**src/rtl/arm_pkg.sv**
```systemverilog
// rtl/arm_pkg.sv - shared ALU command, shift type and NZCV index constants
package arm_pkg;

    localparam logic [3:0] EXE_MOV = 4'b0001;
    localparam logic [3:0] EXE_ADD = 4'b0010;
    localparam logic [3:0] EXE_ADC = 4'b0011;
    localparam logic [3:0] EXE_SUB = 4'b0100;
    localparam logic [3:0] EXE_SBC = 4'b0101;
    localparam logic [3:0] EXE_AND = 4'b0110;
    localparam logic [3:0] EXE_ORR = 4'b0111;
    localparam logic [3:0] EXE_EOR = 4'b1000;
    localparam logic [3:0] EXE_MVN = 4'b1001;

    localparam logic [1:0] SH_LSL = 2'b00;
    localparam logic [1:0] SH_LSR = 2'b01;
    localparam logic [1:0] SH_ASR = 2'b10;
    localparam logic [1:0] SH_ROR = 2'b11;

    localparam int FLG_N = 3;
    localparam int FLG_Z = 2;
    localparam int FLG_C = 1;
    localparam int FLG_V = 0;

endpackage

```
**src/rtl/val2_gen.sv**
```systemverilog
// rtl/val2_gen.sv - combinational second-operand former (rotated imm, mem offset, shifted Rm)
module val2_gen
    import arm_pkg::*;
#(
    parameter int DW = 32
) (
    input  logic [DW-1:0] val_rm,
    input  logic [11:0]   shift_operand,
    input  logic          imm,
    input  logic          mem_en,
    output logic [DW-1:0] val2
);

    logic [DW-1:0]   imm_ext;
    logic [2*DW-1:0] imm_rot;
    logic [2*DW-1:0] rm_rot;
    logic [4:0]      sh_amt;
    logic [DW-1:0]   rm_shifted;

    assign imm_ext = {{(DW-8){1'b0}}, shift_operand[7:0]};
    // Rotation is done by shifting a doubled copy right and keeping the low half.
    assign imm_rot = {imm_ext, imm_ext} >> {shift_operand[11:8], 1'b0};
    assign sh_amt  = shift_operand[11:7];
    assign rm_rot  = {val_rm, val_rm} >> sh_amt;

    always_comb begin
        rm_shifted = val_rm;
        case (shift_operand[6:5])
            SH_LSL:  rm_shifted = val_rm << sh_amt;
            SH_LSR:  rm_shifted = val_rm >> sh_amt;
            SH_ASR:  rm_shifted = $signed(val_rm) >>> sh_amt;
            SH_ROR:  rm_shifted = rm_rot[DW-1:0];
            default: rm_shifted = val_rm;
        endcase
    end

    always_comb begin
        val2 = rm_shifted;
        if (imm)
            val2 = imm_rot[DW-1:0];
        else if (mem_en)
            val2 = {{(DW-12){1'b0}}, shift_operand};
    end

endmodule

```
**src/rtl/exe_stage_unit.sv**
```systemverilog
// rtl/exe_stage_unit.sv - execute stage: ALU, NZCV status register, branch target, EXE->MEM register
module exe_stage_unit
    import arm_pkg::*;
#(
    parameter int DW = 32
) (
    input  logic          clk,
    input  logic          rst,
    input  logic          wb_en_in,
    input  logic          mem_read_en_in,
    input  logic          mem_write_en_in,
    input  logic          B_in,
    input  logic          S_in,
    input  logic [3:0]    exe_cmd_in,
    input  logic [DW-1:0] PC_in,
    input  logic [DW-1:0] val_Rn_in,
    input  logic [DW-1:0] val_Rm_in,
    input  logic [11:0]   shift_operand_in,
    input  logic          imm_in,
    input  logic [23:0]   signed_imm_24_in,
    input  logic [3:0]    dest_in,
    input  logic [3:0]    status_in,
    output logic [3:0]    status,
    output logic          branch_taken,
    output logic [DW-1:0] branch_addr,
    output logic          wb_en,
    output logic          mem_read_en,
    output logic          mem_write_en,
    output logic [DW-1:0] alu_res,
    output logic [DW-1:0] val_Rm,
    output logic [3:0]    dest
);

    logic [DW-1:0] val2;
    logic [DW-1:0] b_op;
    logic [DW-1:0] alu_out;
    logic [DW:0]   sum;
    logic          cin;
    logic          arith;
    logic          flag_upd;
    logic [3:0]    new_flags;
    logic [DW-1:0] off_ext;

    val2_gen #(.DW(DW)) u_val2_gen (
        .val_rm        (val_Rm_in),
        .shift_operand (shift_operand_in),
        .imm           (imm_in),
        .mem_en        (mem_read_en_in | mem_write_en_in),
        .val2          (val2)
    );

    // Subtraction is Rn + ~Val2 + carry-in, so C comes out as NOT borrow directly.
    always_comb begin
        alu_out  = '0;
        b_op     = val2;
        cin      = 1'b0;
        arith    = 1'b0;
        flag_upd = 1'b1;
        case (exe_cmd_in)
            EXE_MOV: alu_out = val2;
            EXE_MVN: alu_out = ~val2;
            EXE_ADD: arith = 1'b1;
            EXE_ADC: begin arith = 1'b1; cin = status_in[FLG_C]; end
            EXE_SUB: begin arith = 1'b1; b_op = ~val2; cin = 1'b1; end
            EXE_SBC: begin arith = 1'b1; b_op = ~val2; cin = status_in[FLG_C]; end
            EXE_AND: alu_out = val_Rn_in & val2;
            EXE_ORR: alu_out = val_Rn_in | val2;
            EXE_EOR: alu_out = val_Rn_in ^ val2;
            default: flag_upd = 1'b0;
        endcase
        sum = {1'b0, val_Rn_in} + {1'b0, b_op} + {{DW{1'b0}}, cin};
        if (arith)
            alu_out = sum[DW-1:0];

        new_flags        = status_in;
        new_flags[FLG_N] = alu_out[DW-1];
        new_flags[FLG_Z] = (alu_out == '0);
        if (arith) begin
            new_flags[FLG_C] = sum[DW];
            new_flags[FLG_V] = (val_Rn_in[DW-1] == b_op[DW-1]) && (alu_out[DW-1] != val_Rn_in[DW-1]);
        end
    end

    assign off_ext      = {{(DW-24){signed_imm_24_in[23]}}, signed_imm_24_in};
    assign branch_taken = B_in;
    assign branch_addr  = PC_in + (off_ext << 2);

    always_ff @(posedge clk or posedge rst) begin
        if (rst) begin
            status       <= '0;
            wb_en        <= 1'b0;
            mem_read_en  <= 1'b0;
            mem_write_en <= 1'b0;
            alu_res      <= '0;
            val_Rm       <= '0;
            dest         <= '0;
        end else begin
            if (S_in && flag_upd)
                status <= new_flags;
            wb_en        <= wb_en_in;
            mem_read_en  <= mem_read_en_in;
            mem_write_en <= mem_write_en_in;
            alu_res      <= alu_out;
            val_Rm       <= val_Rm_in;
            dest         <= dest_in;
        end
    end

endmodule
```
**config.mk**
```make
export PLATFORM = sky130hd
export DESIGN_NAME = exe_stage_unit
export DESIGN_NICKNAME = d
export VERILOG_FILES = /design/src/rtl/arm_pkg.sv /design/src/rtl/val2_gen.sv /design/src/rtl/exe_stage_unit.sv
export SDC_FILE = /design/constraint.sdc
export NUM_CORES = 1
export LEC_CHECK = 0
export CORE_ASPECT_RATIO = 0.9
export CORE_MARGIN = 2
export CORE_UTILIZATION = 45
export DETAILED_ROUTE_END_ITERATION = 10
export PLACE_DENSITY = 0.72
export SLEW_MARGIN = 20
export SYNTH_ARGS = -nofsm -noshare
export SYNTH_HDL_FRONTEND = slang
export SYNTH_SLANG_ARGS = --single-unit
```
**constraint.sdc**
```tcl
create_clock -name clk -period 8.27 [get_ports clk]
set_input_delay 1.2405 -clock clk [delete_from_list [all_inputs] [get_ports clk]]
set_output_delay 1.2405 -clock clk [all_outputs]
set_load 0.1 [all_outputs]
```
# == Word level (Yosys, flattened, before mapping) ==
# Index checks and enable logic that the tools add are counted.
# Widths: inputs -> output; s select.
# totals
register_bits,75
input_bits,152
output_inout_bits,108
wordCells,52
# classes
add_sub_neg,3
n_eq_ne,14
shift,5
n_mux,10
n_bitwise,5
n_reduce_logical,8
# ops
operator,n
$pmux 32 s5,1
$mux 32,4
$pmux 32 s4,1
$shr 64x5->32,1
$shr 40x5->32,1
$add 32x32->33,1
$add 33x1->33,1
$add 32x32->32,1
$and 32x32->32,1
$logic_not 32->1,1
$not 32->32,1
$or 32x32->32,1
$shl 32x5->32,1
$shr 32x5->32,1
$sshr 32x5->32,1
$xor 32x32->32,1
$eq 4x3->1 const B,4
$reduce_or 9->1,1
$eq 4x2->1 const B,2
$eq 4x4->1 const B,2
$eq 2x2->1 const B,2
$eq 4x1->1 const B,1
$reduce_or 2->1,2
$reduce_or 4->1,1
9 further kinds,11

# == Longest topological paths before layout ==
# Gate-level depths: netlist (run 1).
# depth
ltp_word,12
ltp_mapped,26
ltp_nobuf,22

# == Hierarchy ==
# Synthesis (run 1) repeated with hierarchy kept, for this count alone.
# hier_totals
cells_unflattened,1767
area_unflattened_um2,13912.1
# modules_own_cells
module,n_inst,cells_per_inst,area_per_inst_um2,seq_area_each_um2
exe_stage_unit,1,1006,8329.2,1876.8
val2_gen,1,761,5582.9,0.0

# == Worst setup path after synthesis (run 1) ==
# OpenSTA, ideal clock, no wires.
# synth_timing
kind,input -> register
start,input shift_operand_in[7]
end,register status[2]
setup_time_ns,0.066
arrival_time_ns,6.673
required_ns,8.204
slack_ns,1.531
path_stages,25
path_buffers,4
path_cell_list,buf_6 > buf_6 > buf_12 > buf_12 > mux4_2 > mux4_2 > nand2_1 > o211ai_1 > a32o_2 > xnor2_1 > fa_1 > inv_1 > fa_1 > nand2b_1 > a21oi_1 > o2111a_1 > nor3_1 > a211oi_1 > o2111ai_1 > a31oi_1 > xor2_1 > a221o_1 > or4b_1 > nor4_2 > a21o_1
# synth_between
elab_chain_cells,10
elab_cells_between_ends,18
cone_classes,add/sub (2); shift (5); mux (6); bitwise (4); reduce/logical (1)
# synth_rtl
item,line,source
"start, declared",exe_stage_unit.sv:18,"input logic [11:0] shift_operand_in,"
"$shr 64x5->32, or another cell as far along",val2_gen.sv:24,"assign rm_rot = {val_rm, val_rm} >> sh_amt;"
$pmux 32 s4,val2_gen.sv:28,case (shift_operand[6:5])
$mux 32,val2_gen.sv:41,else if (mem_en)
$mux 32 (*),val2_gen.sv:39,if (imm)
$not 32->32,"exe_stage_unit.sv:61, exe_stage_unit.sv:64, exe_stage_unit.sv:65",
$mux 32,n/a,
$add 32x32->33,exe_stage_unit.sv:71,"sum = {1'b0, val_Rn_in} + {1'b0, b_op} + {{DW{1'b0}}, cin};"
$add 33x1->33,exe_stage_unit.sv:71,
$mux 32 (*),exe_stage_unit.sv:72,if (arith)
net alu_out[22],exe_stage_unit.sv:36,logic [DW-1:0] alu_out;
$logic_not 32->1 (*),exe_stage_unit.sv:77,new_flags[FLG_Z] = (alu_out == '0);
"end signal, assigned",exe_stage_unit.sv:99,status <= new_flags;
"end, declared",exe_stage_unit.sv:23,"output logic [3:0] status,"
# The timed path passes the listed nets; every way through them passes the cells marked *.
# A chain may end at the register's enable or synchronous reset.

# == Worst setup path in the final report (run 1) ==
# Same ends and word-level chain as after synthesis.

==> impl_metrics.toml, run 1 <==
[clock_network]
clk_path_buf_depth = 2
post_cts_buffers = 0
cts.hold.buffers_added = 0
cts_tree = "built"
cts.reportedPaths.clkPinSlew_ns = 0.07
cts_root_buffer = "clkbuf_16"
clk_latency_ns = 0.37
cts_sinks = 75
cts_resized = 0
cts_buffers = 9
htreeDepth = 3

[yosys]
avgSynthCellArea_um2 = 8.21
muxShareOfSynthArea = 0.186
synth.distinct_cells = 102
synth_cells = 1691
synth_compound_area_frac = 0.275
synth_top_family_by_area = "compound AO/OA/AOI/OAI gates"
synth_edf_count = 0
synth_fp_nets = 1970
yosys.area_share.simple = 0.163
syn_area_mm2 = 0.0139
synthFlopType = "dfrtp_1"
yosysWarningCount = 0
synth-seq-cells = 75
synth-xor-area-share = 0.0473
async_flop_share = 1.00
yosysSeqAreaShare = 0.135
synthAdderAreaFrac = 0.116

[die]
die_x_um = 189
start_util = 0.461
rows = 60
boundaryPins = 260
fp.coreArea_mm2 = 0.0301
die_area_mm2 = 0.0323
dieHeight_um = 171

[pwr]
cellPowerDensity_mw_per_mm2 = 152
power_leakage_nw = 7.17
peakVddDrop_v = 0.000111

[worst_setup_path]
startpoint_type = "input pin"
critPathArrivalTime_ns = 7.84
critical_path_class = "in2reg"
crit_required_ns = 8.58
crit_path_max_fanout = 44
endpoint_kind = "register"

[routing]
routedWlPerCell_um = 24.8
postRouteAntennaNets = 0
wirelength_mm = 57.2
drc = 0
firstDrtPassIters = 8
vias_per_cell = 6.67
num_vias = 15400
drt-initial-drc-count = 2128

[sta]
min_period_ns = 7.52
setup_ws_ns = 0.745
max_freq_mhz = 133
drv_slew = 0
finalSetupTns_ns = 0
clock_skew_ns = 0
post-route-period-util = 0.910
tightest_slew_ns = 1.19
slew_headroom = 0.189
rsz0062_at_grt = "no"
setup_viol = 0
hold_viol = 0
hold_slack_ns = 0.485

[placement]
dpl.cell_count = 2287
place.port_buffers = 251
hpwlAfterDp_mm = 42.6
place_ws_ns = 0.508
dpl_cell_area_mm2 = 0.0168
gp_congestion = 1.08

[finish]
area_growth_pct = 23.1
final_cell_count_no_fill = 2303
drive_above_1_share = 0.116
fin_area_mm2 = 0.0171
fin_nets = 2174
diodes = 0

[global_route]
track_usage = 0.347
grt_pass1_wl_mm = 86.6
antenna_found_initial = 0
grt_pass1_vias = 14600
grt_overflow = 0
grt_max_degree = 76

[run]
drv_cap = 0

[run_status]
status = "finished clean"

[worst_hold_path]
holdCritPathClass = "reg2reg"
cell families (layout without fill, tap and decap cells):
family | after synthesis | in the layout
AOI/OAI and AO/OA | 536 | 536
xor gates and xnor gates | 75 | 75
adders and majority gates | 127 | 127
buffers and inverters | 232 | 441
DFF | 75 | 75
muxes | 166 | 166
and+or+nand+nor | 480 | 480
Yosys cell counts, types with 18 or more instances:
cell type	instances	area [um^2]
buf_2	25	125
mux2_2	29	327
a221o_1	30	300
mux4_1	20	526
o22ai_1	24	150
o211ai_1	32	240
mux2i_1	72	721
xnor2_1	65	569
dfrtp_1	75	1880
a21oi_1	98	490
o21ai_0	99	495
clkbuf_1	61	229
nand2b_1	18	113
a22oi_1	20	150
inv_1	99	372
a31oi_1	27	169
nor3_1	33	165
ha_1	124	1550
o21a_1	21	158
a21o_1	21	158
a211oi_1	21	158
mux4_2	44	991
nand3_1	37	185
nand2_1	142	533
nor2_1	146	548
layer usage:
layer	GRT usage	vias up	part of all wire
met5	0	-	0
met4	0.120	0	0.034
met3	0.121	164	0.14
met2	0.513	1077	0.42
met1	0.469	7323	0.41
li1	-	6808	-
state kept, by name (all words and copies together), names as in the netlist:
name / count
dest: 4
val_Rm: 32
status: 4
alu_res: 32
wb_en: 1
mem_read_en: 1
mem_write_en: 1
worst max-delay path, cell delays in order:
cell and delay [ns]:
buf_4 0.53, buf_4 0.35, mux4_2 0.58, mux2i_1 0.37, mux2_2 0.24, o211ai_1 0.14, a32o_2 0.33, xnor2_1 0.21
fa_1 0.28, inv_1 0.08, fa_1 0.39, nand2b_1 0.20, a21oi_1 0.18, o2111a_1 0.27, nor3_1 0.08, buf_4 0.17
a211oi_1 0.40, o2111ai_1 0.24, a31oi_1 0.27, xor2_1 0.11, a221o_1 0.39, or4b_1 0.49, nor4_2 0.15, a21o_1 0.11
stage by stage:
step                      utilization  total power [mW]
final                           0.568              2.60
after global routing            0.568              2.70
after CTS                       0.568              2.57
after detailed placement        0.557              2.10
after global placement          0.557              2.08
after floorplan                     -              1.63
layout by cell type, fill, tap and decap left out, types with 8 or more instances in the layout:
| cell type | netlist | routed |
|---|---|---|
| inv_1 | 99 | 98 |
| mux2_2 | 29 | 29 |
| dfrtp_1 | 75 | 75 |
| nand3_1 | 37 | 37 |
| nand2_1 | 142 | 142 |
| nor2_1 | 146 | 145 |
| a221oi_1 | 11 | 11 |
| o2111ai_1 | 8 | 8 |
| mux2i_1 | 72 | 72 |
| clkbuf_16 | 0 | 9 |
| a31oi_1 | 27 | 27 |
| mux4_2 | 44 | 44 |
| ha_1 | 124 | 124 |
| o31ai_1 | 8 | 8 |
| a211oi_1 | 21 | 21 |
| a22oi_1 | 20 | 20 |
| and3_1 | 13 | 13 |
| nand4_1 | 10 | 10 |
| o21ai_0 | 99 | 99 |
| a21o_1 | 21 | 21 |
| mux4_1 | 20 | 20 |
| clkdlybuf4s50_1 | 0 | 245 |
| or2_2 | 15 | 15 |
| o21a_1 | 21 | 21 |
| o22ai_1 | 24 | 24 |
| buf_4 | 13 | 68 |
| o221ai_1 | 15 | 15 |
| xor2_1 | 10 | 10 |
| nand2b_1 | 18 | 18 |
| or3_1 | 9 | 9 |
| o211ai_1 | 32 | 32 |
| xnor2_1 | 65 | 65 |
| nor3_1 | 33 | 32 |
| a221o_1 | 30 | 30 |
| a21oi_1 | 98 | 98 |
| and2_1 | 13 | 13 |
| nor2b_1 | 13 | 12 |
final cells by class:
type                    instances  area [um^2]
flip-flops and latches         75         1880
well taps                     403          504
clock buffers                  10          229
multi-input cells            1384        10900
clock inverters                 6         88.8
fillers                      2791        13000
repair buffers                321         3060
inverters                     104          392
final timing paths:
path                            depth (start not counted)                  start  slack, ns                    end
worst max register to register                          1  status[3]$_DFFE_PP0P_       7.51  status[3]$_DFFE_PP0P_
worst max-delay path                                   24    shift_operand_in[7]       0.75  status[2]$_DFFE_PP0P_
max in group asynchronous                               3                    rst       6.13  alu_res[15]$_DFF_PP0_
worst min register to register                          1  status[1]$_DFFE_PP0P_       0.49  status[1]$_DFFE_PP0P_
worst min-delay path                                    1  status[1]$_DFFE_PP0P_       0.49  status[1]$_DFFE_PP0P_
min in group asynchronous                               3                    rst       1.49      dest[0]$_DFF_PP0_
where the power goes:
group          internal, mW  switching, mW  leakage (nW)  total, mW
sequential            0.405         0.0114         0.898      0.416
combinational         0.545           1.17          6.12       1.71
clock                 0.266          0.200         0.149      0.466
Power figures use the tool's default switching activity.
==> run 2, diff against run 1 <==
Settings changed: CELL_PAD_IN_SITES_DETAIL_PLACEMENT from default to 2, CELL_PAD_IN_SITES_GLOBAL_PLACEMENT from default to 2, CORE_UTILIZATION 45 to 35, PLACE_DENSITY 0.72 to 0.92.
==> run 2 against run 1 <==
- highest routed layer is now met5
- critical endpoint unchanged
- largest cell class unchanged
- final cell count grew 5.8%
- wire length rose by 35%
- critical path depth decreased by 1
- worst hold slack gained 0.025 ns
- clock-buffer cell count is 2 higher
- non-clock buffer count rose by 5
- via count increased by 7.7%
==> impl_metrics.toml, run 2 (synthesized netlist as in run 1, its figures left out) <==
[run_status]
status = "finished clean"

[routing]
num_vias = 16600
postRouteAntennaNets = 0
vias_per_cell = 6.80
firstDrtPassIters = 6
drt-initial-drc-count = 2133
wirelength_mm = 77.1
drc = 0
routedWlPerCell_um = 31.6

[placement]
hpwlAfterDp_mm = 58.0
place.port_buffers = 251
dpl.cell_count = 2421
place_ws_ns = -0.0975
gp_congestion = 1.04

[worst_setup_path]
r2r_end = "status[3]$_DFFE_PP0P_"
critPathBufInv = 1
crit_required_ns = 8.60
reg2reg_slack_ns = 7.52
crit_path_cell_trace = "clkdlybuf4s50_1 > mux2_2 > nor2_1 > o31ai_1 > a21oi_1 > o31ai_1 > o221a_2 > nand2_1 > a31oi_1 > xnor2_1 > ha_1 > and2_1 > a221oi_1 > nor3b_1 > nor3_1 > a211oi_1 > or2_2 > a311oi_1 > o211ai_1 > nor4_2 > nand4_1 > nor4_2 > a21o_1"
rr_worst_depth = 1
r2r-start = "status[3]$_DFFE_PP0P_"
startpoint_type = "input pin"
cp_top_family = "compound AO/OA/AOI/OAI gates"
endpoint_kind = "register"
critPathArrivalTime_ns = 8.44
cp_slowest_cell = "clkdlybuf4s50_1"
crit_path_max_fanout = 8
critical_path_class = "in2reg"
cpPeakStageDelay_ns = 0.90

[pwr]
switching_power_mw = 1.49
p_comb_frac = 0.692
clkPwrFrac = 0.150
internal_power_mw = 1.17
power_leakage_nw = 7.18
peakVddDrop_v = 0.000117
cellPowerDensity_mw_per_mm2 = 154
swShare = 0.560
pwr-share-seq = 0.159

[sta]
tightest_slew_ns = 1.10
hold_viol = 0
max_freq_mhz = 123
post-route-period-util = 0.981
finalSetupTns_ns = 0
min_period_ns = 8.11
drv_slew = 0
clock_skew_ns = 0
setup_viol = 0
slew_headroom = 0.266
setup_ws_ns = 0.159

[worst_hold_path]
holdPathEnd = "status[2]$_DFFE_PP0P_"
hold_start = "status[2]$_DFFE_PP0P_"
holdCritPathClass = "reg2reg"
holdPathStages = 1

[clock_network]
cts.hold.buffers_added = 0
cts_root_buffer = "clkbuf_16"
cts_buffers = 9
cts.reportedPaths.clkPinSlew_ns = 0.07
clk_path_buf_depth = 2
cts_resized = 0
clk_latency_ns = 0.39
htreeDepth = 3
post_cts_buffers = 0
cts_tree = "built"
cts_sinks = 75

[die]
fp.coreArea_mm2 = 0.0393
die_x_um = 214
boundaryPins = 260
rows = 69
start_util = 0.353
dieHeight_um = 193
die_area_mm2 = 0.0413

[finish]
fin_nets = 2179
diodes = 0
final_cell_count_no_fill = 2437
drive_above_1_share = 0.119
reg.largest.list = "alu_res: 32 flops, val_Rm: 32 flops"
final_cell_mix = "clkdlybuf4s50_1 (245), nor2_1 (145), nand2_1 (142), ha_1 (124), o21ai_0 (99)"
area_growth_pct = 24.3
final_common_cell = "clkdlybuf4s50_1"

[run]
drv_cap = 0

[global_route]
grt_pass1_wl_mm = 114
antenna_found_initial = 2
grt_max_degree = 106
track_usage = 0.364
grt_overflow = 0
grt_pass1_vias = 17800
==> run 2: worst max path at each step <==
stage	startpoint	to	slack, ns	cells past startpoint
detailed placement	shift_operand_in[7]	status[2]$_DFFE_PP0P_	-0.1	23
global placement	shift_operand_in[7]	status[2]$_DFFE_PP0P_	0.56	23
CTS	shift_operand_in[7]	status[2]$_DFFE_PP0P_	0.22	23
global route	val_Rm_in[27]	status[2]$_DFFE_PP0P_	-0.007	23
floorplan	shift_operand_in[7]	status[2]$_DFFE_PP0P_	1.53	25
finish	val_Rm_in[29]	status[2]$_DFFE_PP0P_	0.16	23
==> run 2: metrics by stage <==
| stage | power, mW | hold WS (ns) | util | cell area (um^2) |
|---|---|---|---|---|
| final | 2.65 | 0.510 | 0.439 | 17300 |
| after global routing | 2.74 | 0.527 | 0.439 | 17300 |
| after CTS | 2.61 | 0.514 | 0.439 | 17200 |
| after detailed placement | 2.20 | 0.487 | 0.432 | 17000 |
| after global placement | 2.10 | 0.470 | 0.432 | 17000 |
| after floorplan | 1.63 | 1.05 | - | 13900 |
==> run 2: layer usage <==
metal / vias up / global-route usage / share of wire / wire length, um
met3: 372 / 0.106 / 0.10 / 7750
li1: 6794 / - / - / -
met1: 8286 / 0.437 / 0.38 / 29500
met4: 2 / 0.213 / 0.064 / 4900
met5: - / 0 / 0.00014 / 11
met2: 1106 / 0.584 / 0.45 / 34900
==> run 2: area by class of cell <==
type / count / area [um^2]
Clock buffer: 12 / 246
Clock inverter: 4 / 26.3
Fill cell: 4372 / 22000
Inverter: 104 / 392
Multi-Input combinational cell: 1384 / 11000
Sequential cell: 75 / 1880
Tap cell: 532 / 666
Timing Repair Buffer: 326 / 3100
==> run 2: power by group through the flow <==
stage          combinational [mW]  clock (mW)  sequential, mW
6_report                     1.83       0.397           0.421
3_3_place_gp                 1.68           0           0.424
5_1_grt                      1.90       0.418           0.423
4_1_cts                      1.78       0.403           0.421
2_1_floorplan               0.916           0           0.711
3_5_place_dp                 1.77           0           0.427
==> run 3, diff against run 2 <==
Settings changed: CORE_UTILIZATION 35 to 29, PLACE_DENSITY 0.92 to 0.81.
Clock period 8.27 ns to 7.29 ns, I/O delays scaled along.
==> run 3 against run 2 <==
- worst hold slack got worse by 0.026 ns
- sequential share of layout area decreased by 0.68 points
- utilization decreased by 5.2 points
- global-route usage decreased by 6.3 points
- die area increased by 20%
- clock power increased by 22%
- critical path type unchanged
==> impl_metrics.toml, run 3 (synthesized netlist as in run 1, its figures left out) <==
[global_route]
track_usage = 0.301
grt_overflow = 0
grt_pass1_vias = 17800
grt_pass1_wl_mm = 115
antenna_found_initial = 3
grt_max_degree = 65

[run]
drv_cap = 0

[worst_setup_path]
r2r_end = "status[3]$_DFFE_PP0P_"
critPathArrivalTime_ns = 7.36
critical_path_class = "in2reg"
startpoint_type = "input pin"
setup.worst_path.end = "status[2]$_DFFE_PP0P_"
crit_path_cell_trace = "clkdlybuf4s50_1 > buf_4 > nand3_1 > nor3_1 > nor3b_1 > a2111oi_1 > nand2_1 > a22oi_1 > xnor2_1 > ha_1 > o21ai_0 > nor2_1 > o2111a_1 > nor3_1 > buf_4 > a211oi_2 > o2111ai_1 > a31oi_1 > o21ai_0 > a311oi_1 > or4b_1 > nor4_2 > a21o_1"
cp_slowest_cell = "a2111oi_1"
startpoint = "shift_operand_in[5]"
rr_worst_depth = 1
crit_required_ns = 7.63
crit_path_max_fanout = 6
cpPeakStageDelay_ns = 0.70
reg2reg_slack_ns = 6.54
cp_top_family = "compound AO/OA/AOI/OAI gates"
path_depth = 23
critPathBufInv = 3
endpoint_kind = "register"
r2r-start = "status[3]$_DFFE_PP0P_"

[die]
start_util = 0.292
boundaryPins = 260
rows = 76
fp.coreArea_mm2 = 0.0475
die_x_um = 235
dieHeight_um = 212
die_area_mm2 = 0.0496

[sta]
post-route-period-util = 0.963
hold_slack_ns = 0.485
min_period_ns = 7.02
hold_viol = 0
clock_skew_ns = 0
drv_slew = 0
max_freq_mhz = 142
slew_headroom = 0.304
rsz0062_at_grt = "no"
tightest_slew_ns = 1.04
setup_viol = 0

[finish]
final_common_cell = "clkdlybuf4s50_1"
utilization = 0.387
fin_area_mm2 = 0.0184
final_cell_count_no_fill = 2666
fin_nets = 2314
final_cell_mix = "clkdlybuf4s50_1 (235), buf_4 (216), nor2_1 (145), nand2_1 (142), ha_1 (124)"
drive_above_1_share = 0.185
area_growth_pct = 32.7
reg.largest.list = "alu_res: 32 flops, val_Rm: 32 flops"

[worst_hold_path]
holdCritPathClass = "reg2reg"

[clock_network]
htreeDepth = 3
clk_latency_ns = 0.40
cts_tree = "built"
cts_sinks = 75
cts_root_buffer = "clkbuf_16"
cts.hold.buffers_added = 0
clk_path_buf_depth = 2
cts_buffers = 9
cts.reportedPaths.clkPinSlew_ns = 0.06

[placement]
dpl_cell_area_mm2 = 0.0181
hpwlAfterDp_mm = 59.4
place.port_buffers = 251
dpl.cell_count = 2646
gp_congestion = 0.998

[routing]
routedWlPerCell_um = 28.7
wirelength_mm = 76.4
firstDrtPassIters = 5
num_vias = 16600
postRouteAntennaNets = 0
drt-initial-drc-count = 1806
drc = 0
vias_per_cell = 6.22

[pwr]
peakVddDrop_v = 0.000136
pwr-share-seq = 0.153
total_power_mw = 3.11
switching_power_mw = 1.68
internal_power_mw = 1.43
cellPowerDensity_mw_per_mm2 = 169
swShare = 0.540
power_leakage_nw = 7.86
clkPwrFrac = 0.156
p_comb_frac = 0.692

[run_status]
status = "finished clean"
## run 3: cell count changes in the layout (fill, tap and decap cells not counted), sizes merged
cell	before	now
buf	81	224
bufinv	0	1
clkbuf	12	10
clkdlybuf4s50	245	235
clkinv	7	9
clkinvlp	1	0
diode	0	2
dlymetal6s2s	0	2
## run 3: timing repair
item                                    4_1_cts  5_1_grt
endpoints found under the setup margin        1        3
endpoints found under the hold margin         0        0
gates resized for setup                       1       11
buffers inserted                              0        2
pin swaps                                     0        1
## run 3: how the worst min path moves through the flow
| stage | from | end | cells past startpoint |
|---|---|---|---|
| after global placement | status[1]$_DFFE_PP0P_ | status[1]$_DFFE_PP0P_ | 1 |
| after floorplan | status[1]$_DFFE_PP0P_ | status[1]$_DFFE_PP0P_ | 1 |
| after global routing | status[2]$_DFFE_PP0P_ | status[2]$_DFFE_PP0P_ | 1 |
| after detailed placement | status[2]$_DFFE_PP0P_ | status[2]$_DFFE_PP0P_ | 1 |
| final | status[2]$_DFFE_PP0P_ | status[2]$_DFFE_PP0P_ | 1 |
| after CTS | status[2]$_DFFE_PP0P_ | status[2]$_DFFE_PP0P_ | 1 |
## run 3: final cells by class
class / count / area, um^2
timing repair buffer: 461 / 4090
clock buffer: 10 / 229
clock inverter: 6 / 66.3
multi-input combinational: 1384 / 11000
antenna: 2 / 5.00
tap: 624 / 781
fill: 5355 / 29100
inverter: 104 / 392
sequential: 75 / 1880
## run 3: per-stage QoR
stage / TNS (ns) / setup slack (ns)
3_3_place_gp: -0.0460 / -0.0460
3_5_place_dp: -0.517 / -0.283
2_1_floorplan: 0 / 0.698
4_1_cts: 0 / 0.0567
6_report: 0 / 0.272
5_1_grt: 0 / 0.0139
## run 3: power by group through the flow
stage	clock network (mW)	logic, mW	registers, mW
final	0.483	2.15	0.475
after global placement	0	2.02	0.481
after detailed placement	0	2.09	0.483
after global routing	0.507	2.24	0.478
after floorplan	0	1.04	0.807
after CTS	0.492	2.11	0.476
## run 3: layer usage
layer	global-route usage	up-vias	routed length, um
met4	0.123	2	3010
met5	0	-	13
met1	0.388	8457	31400
li1	-	7068	-
met3	0.0578	208	6320
met2	0.496	839	35700
